File: src/rtl/controlador_divisor.sv
// controlador_divisor: 8-bit unsigned restoring divider that produces one quotient bit per clock.
// Define DIV_ZERO_DETECT_EN to make a zero divisor skip the iterations and raise DivZero.
module controlador_divisor (
    input  logic       Clk,
    input  logic       Rst,
    input  logic       Start,
    input  logic [7:0] A,
    input  logic [7:0] B,
    output logic       Busy,
    output logic       Done,
    output logic [7:0] Quociente,
    output logic [7:0] Resto,
    output logic       DivZero
);

    localparam int unsigned W     = 8;
    localparam int unsigned CNT_W = 3;

    typedef enum logic [1:0] {
        IDLE = 2'd0,
        CALC = 2'd1,
        FIM  = 2'd2
    } state_t;

    state_t           state_q, state_d;
    logic [W-1:0]     a_q, a_d;
    logic [W-1:0]     b_q, b_d;
    logic [W-1:0]     rem_q, rem_d;
    logic [W-1:0]     quo_q, quo_d;
    logic [CNT_W-1:0] cnt_q, cnt_d;
    logic             busy_q, busy_d;
    logic             done_q, done_d;
    logic [W-1:0]     quociente_q, quociente_d;
    logic [W-1:0]     resto_q, resto_d;

    // One restoring step; the borrow-out of the subtraction is the compare result.
    logic [W-1:0] p_c;
    logic [W:0]   sub_c;
    logic         borrow_c;
    logic [W-1:0] rem_step_c;
    logic [W-1:0] quo_step_c;

    always_comb begin
        p_c        = {rem_q[W-2:0], a_q[cnt_q]};
        sub_c      = {1'b0, p_c} - {1'b0, b_q};
        borrow_c   = sub_c[W];
        rem_step_c = borrow_c ? p_c : sub_c[W-1:0];
        quo_step_c = quo_q;
        quo_step_c[cnt_q] = ~borrow_c;
    end

`ifdef DIV_ZERO_DETECT_EN
    logic divzero_q, divzero_d;
`endif

    always_comb begin
        state_d     = state_q;
        a_d         = a_q;
        b_d         = b_q;
        rem_d       = rem_q;
        quo_d       = quo_q;
        cnt_d       = cnt_q;
        busy_d      = 1'b0;
        done_d      = 1'b0;
        quociente_d = quociente_q;
        resto_d     = resto_q;
`ifdef DIV_ZERO_DETECT_EN
        divzero_d   = divzero_q;
`endif

        case (state_q)
            IDLE: begin
                if (Start) begin
                    a_d   = A;
                    b_d   = B;
                    rem_d = '0;
                    quo_d = '0;
                    cnt_d = CNT_W'(W - 1);
`ifdef DIV_ZERO_DETECT_EN
                    if (B == '0) begin
                        state_d     = FIM;
                        done_d      = 1'b1;
                        quociente_d = '0;
                        resto_d     = '0;
                        divzero_d   = 1'b1;
                    end else begin
                        state_d = CALC;
                        busy_d  = 1'b1;
                    end
`else
                    state_d = CALC;
                    busy_d  = 1'b1;
`endif
                end
            end

            CALC: begin
                rem_d = rem_step_c;
                quo_d = quo_step_c;
                if (cnt_q == '0) begin
                    // Result registers load only here, so a partial result is never visible.
                    state_d     = FIM;
                    done_d      = 1'b1;
                    quociente_d = quo_step_c;
                    resto_d     = rem_step_c;
`ifdef DIV_ZERO_DETECT_EN
                    divzero_d   = 1'b0;
`endif
                end else begin
                    cnt_d  = cnt_q - CNT_W'(1);
                    busy_d = 1'b1;
                end
            end

            FIM: begin
                // Start is deliberately ignored during the Done cycle.
                state_d = IDLE;
            end

            default: begin
                state_d = IDLE;
            end
        endcase
    end

    always_ff @(posedge Clk) begin
        if (Rst) begin
            state_q     <= IDLE;
            a_q         <= '0;
            b_q         <= '0;
            rem_q       <= '0;
            quo_q       <= '0;
            cnt_q       <= '0;
            busy_q      <= 1'b0;
            done_q      <= 1'b0;
            quociente_q <= '0;
            resto_q     <= '0;
        end else begin
            state_q     <= state_d;
            a_q         <= a_d;
            b_q         <= b_d;
            rem_q       <= rem_d;
            quo_q       <= quo_d;
            cnt_q       <= cnt_d;
            busy_q      <= busy_d;
            done_q      <= done_d;
            quociente_q <= quociente_d;
            resto_q     <= resto_d;
        end
    end

`ifdef DIV_ZERO_DETECT_EN
    always_ff @(posedge Clk) begin
        if (Rst) begin
            divzero_q <= 1'b0;
        end else begin
            divzero_q <= divzero_d;
        end
    end

    assign DivZero = divzero_q;
`else
    assign DivZero = 1'b0;
`endif

    assign Busy      = busy_q;
    assign Done      = done_q;
    assign Quociente = quociente_q;
    assign Resto     = resto_q;

endmodule

File: config.mk
export PLATFORM = sky130hd
export DESIGN_NAME = controlador_divisor
export DESIGN_NICKNAME = d
export VERILOG_FILES = /design/src/rtl/controlador_divisor.sv
export SDC_FILE = /design/constraint.sdc
export NUM_CORES = 1
export LEC_CHECK = 0
export CAP_MARGIN = 25
export CORE_MARGIN = 2
export CORE_UTILIZATION = 40
export CTS_CLUSTER_SIZE = 8
export DETAILED_ROUTE_END_ITERATION = 6
export GPL_TIMING_DRIVEN = 0
export PLACE_DENSITY_LB_ADDON = 0.1
export SLEW_MARGIN = 20
export SYNTH_ARGS = -nofsm -noshare
export SYNTH_HDL_FRONTEND = slang
export SYNTH_SLANG_ARGS = --single-unit
File: constraint.sdc
create_clock -name Clk -period 3.78 [get_ports Clk]
set_clock_uncertainty 0.2 [all_clocks]
set_input_delay 0.567 -clock Clk [delete_from_list [all_inputs] [get_ports Clk]]
set_output_delay 0.567 -clock Clk [all_outputs]
set_load 0.1 [all_outputs]
==> flow_summary.json <==
{
  "cts_resized": 0,
  "cp_max_fo": 10,
  "outcome": "completed",
  "worstHoldPathCells": 2,
  "grt_antenna_before_repair": 0,
  "routed-via-count": 2086,
  "drc": 0,
  "crit_chain": "buf_2 > mux4_2 > mux2i_4 > ha_1 > inv_1 > fa_1 > a21o_1 > a221oi_4 > o21a_4 > mux2i_1 > a22o_1",
  "vias_per_cell": 5.125,
  "synth_fa_ha_area_share_pct": 5.745,
  "crit_buf_inv": 2,
  "initial_core_util_pct": 41.92,
  "clock_path_buffers": 2,
  "fin_cells": 407,
  "setup_viol": 0,
  "cts_tree": "yes",
  "fin_util_pct": 51.23,
  "numPortBuffers": 36,
  "syn_inst": 288,
  "hold_viol_final": 0,
  "cts_setup_buffers": 0,
  "min_from": "Quociente[3]",
  "slew_headroom_pct": 35.16,
  "synth-compound-area-share_pct": 21.59,
  "cts.clk_slew.worst_paths_ns": 0.09,
  "synth-main-ff-cell": "dfxtp_1",
  "cts_sinks": 54,
  "drv_slew": 0,
  "avgSynthCellArea_um2": 8.771,
  "yosysWarningCount": 0,
  "htree_num_levels": 2,
  "period_share_pct": 92.38,
  "fp.dieH_um": 83.47,
  "setup_ws_ns": 0.2880,
  "rr_endpoint": "Resto[0]",
  "crit_required_ns": 3.83,
  "max_freq_mhz": 286.4,
  "worstMarginPinSlew_ns": 0.9695,
  "power_density_mw_per_mm2": 474.3,
  "ioPinCount": 38,
  "rsz0062_at_grt": "no",
  "dpl.cell_count": 399,
  "path_delay_family": "compound AO/OA/AOI/OAI gates",
  "ys_ff_latch": 54,
  "reg2regPathDepth": 11,
  "hold_end": "Quociente[3]",
  "layout-drive-gt1-share_pct": 6.325,
  "synthesis.nets": 318,
  "r2r-start": "cnt_q[2]",
  "r2r_slack_ns": 0.29,
  "cp_slowest_cell": "mux4_2",
  "wl_per_cell_um": 12.98,
  "dp_slack_ns": 0.2734,
  "syn-cell-area_mm2": 0.002526,
  "area_delta_synth_final_pct": 22.19,
  "netlist-cell-type-count": 51,
  "start_kind": "flip-flop",
  "root_buffer": "clkbuf_8",
  "synth_top_family_by_area": "compound AO/OA/AOI/OAI gates",
  "ys_seq_area_share_pct": 42.79,
  "nFillCells": 598,
  "grt_pass1_wl_um": 9315,
  "hpwlAfterDp_um": 4024,
  "wl_um": 5282,
  "hp-class": "flip-flop to flip-flop",
  "synth-xor-area-share_pct": 1.387,
  "coreArea_mm2": 0.006026,
  "track_usage_pct": 16.21,
  "drt_iter0_drc": 110,
  "drv_cap": 0,
  "cpPeakStageDelay_ns": 0.56,
  "antenna_cells": 0,
  "ant_nets": 0,
  "synthSimpleGateAreaFrac_pct": 16.59,
  "grt_max_degree": 16,
  "p_leak_nw": 1.216,
  "die_w_um": 83.47,
  "num_rows": 28,
  "num-nets-final": 361,
  "gp_congestion": 0.7805,
  "async_reset_ff_share_pct": 0,
  "cts_made_buffers": 5,
  "design_power_total_w": 0.001464,
  "clk_latency_ns": 0.30,
  "synth_mux_area_share_pct": 7.083,
  "ir_drop_uv": 272.7,
  "worst_ep_arrival_time_ns": 3.54,
  "grt_overflow": 0,
  "grt_pass1_vias": 2059,
  "endpoint_kind": "flip-flop",
  "die-area_mm2": 0.006967,
  "drt-pass1-iter-count": 4,
  "cts-hold-fix-buffers": 0,
  "path_class": "flip-flop to flip-flop",
  "min_period_ns": 3.492,
  "synth_edf_count": 0,
  "finalSetupTns_ns": 0
}
[state kept, by name (all words and copies together), names as in the netlist]
name and flops:
Busy 1, Done 1, Quociente 8, Resto 8, a_q 8, b_q 8
cnt_q 3, quo_q 8, rem_q 7, state_q 2
[per-stage QoR]
stage,hold slack [ns],instance area [um2]
after floorplan,0.2317,2526
after global placement,0.2263,2980
after detailed placement,0.2317,2980
after CTS,0.2448,3087
after global routing,0.2644,3087
final,0.2385,3087
[cell usage in the layout (no fill, tap or decap), types with 9 or more instances in the layout]
| cell type | instances |
|---|---|
| nand2_1 | 57 |
| dfxtp_1 | 54 |
| clkdlybuf4s50_1 | 36 |
| a21oi_1 | 25 |
| o21ai_0 | 24 |
| nor2_1 | 16 |
| inv_1 | 14 |
| a22o_1 | 12 |
| mux2i_1 | 10 |
| ha_1 | 10 |
| clkbuf_1 | 9 |
[worst max path at each step]
stage | endpoint | startpoint | slack [ns] | cells after the start
floorplan | Resto[0] | cnt_q[2] | 0.64 | 11
global placement | Resto[0] | cnt_q[2] | 0.28 | 11
detailed placement | Resto[0] | cnt_q[2] | 0.27 | 11
CTS | Resto[0] | cnt_q[2] | 0.22 | 11
global route | Resto[0] | cnt_q[2] | 0.09 | 11
finish | Resto[0] | cnt_q[2] | 0.29 | 11
[cell families after synthesis]
| logic type | Yosys count |
|---|---|
| fa+ha+maj | 11 |
| simple gates | 96 |
| mux | 14 |
| flops | 54 |
| compound gates | 80 |
| xor+xnor | 4 |
| buf+inv | 28 |
| other cells | 1 |
[layout make-up]
| class | count | area [um2] | area share (%) |
|---|---|---|---|
| clock buffer | 7 | 76.32 | 2.473 |
| buffer | 12 | 55.05 | 1.784 |
| clock inverter | 1 | 30.03 | 0.9728 |
| timing repair buffer | 36 | 360.3 | 11.67 |
| inverter | 16 | 62.56 | 2.027 |
| sequential | 54 | 1081 | 35.02 |
| tap | 75 | 93.84 | 3.040 |
| multi-input combinational | 206 | 1328 | 43.01 |
[worst reg2reg max path, stage by stage (launching register included)]
cell and delay, ns:
dfxtp_1 0.33, buf_2 0.23, mux4_2 0.56, mux2i_4 0.16, ha_1 0.18, inv_1 0.05
fa_1 0.40, a21o_1 0.23, a221oi_4 0.38, o21a_4 0.24, mux2i_1 0.30, a22o_1 0.18
[layer usage]
layer  part of all wire, %  global-route usage [%]
met1                    50                   22.02
met2                    45                   25.95
met3                   2.9                   2.967
met4                   1.7                   5.718
met5                     0                       0
[synthesized netlist by cell type (2+ instances only)]
master,n,area share [%]
inv_1,14,2.1
nand3b_1,2,0.59
mux4_2,2,1.8
nand3_1,2,0.40
a22o_1,12,4.2
buf_4,2,0.59
dfxtp_1,54,43
and3_1,2,0.50
nand2b_1,3,0.74
o21ai_0,24,4.8
o311ai_0,2,0.69
or3_1,2,0.50
ha_1,10,5.0
a21oi_1,25,5.0
nor2b_1,2,0.50
nor2_1,16,2.4
xor2_1,3,1.0
clkbuf_1,7,1.0
a32oi_1,2,0.69
mux2i_1,10,4.0
nor3_1,4,0.79
nand2_1,57,8.5
a21o_1,3,0.89
[where the power goes]
group	switching [W]	total [W]	internal (W)	leakage (nW)
Clock	0.000178	0.000376	0.000198	0.0524
Sequential	0.0000243	0.000628	0.000604	0.440
Combinational	0.000285	0.000460	0.000175	0.724
Total	0.000487	0.00146	0.000977	1.22
(Power assumes the default switching activity.)
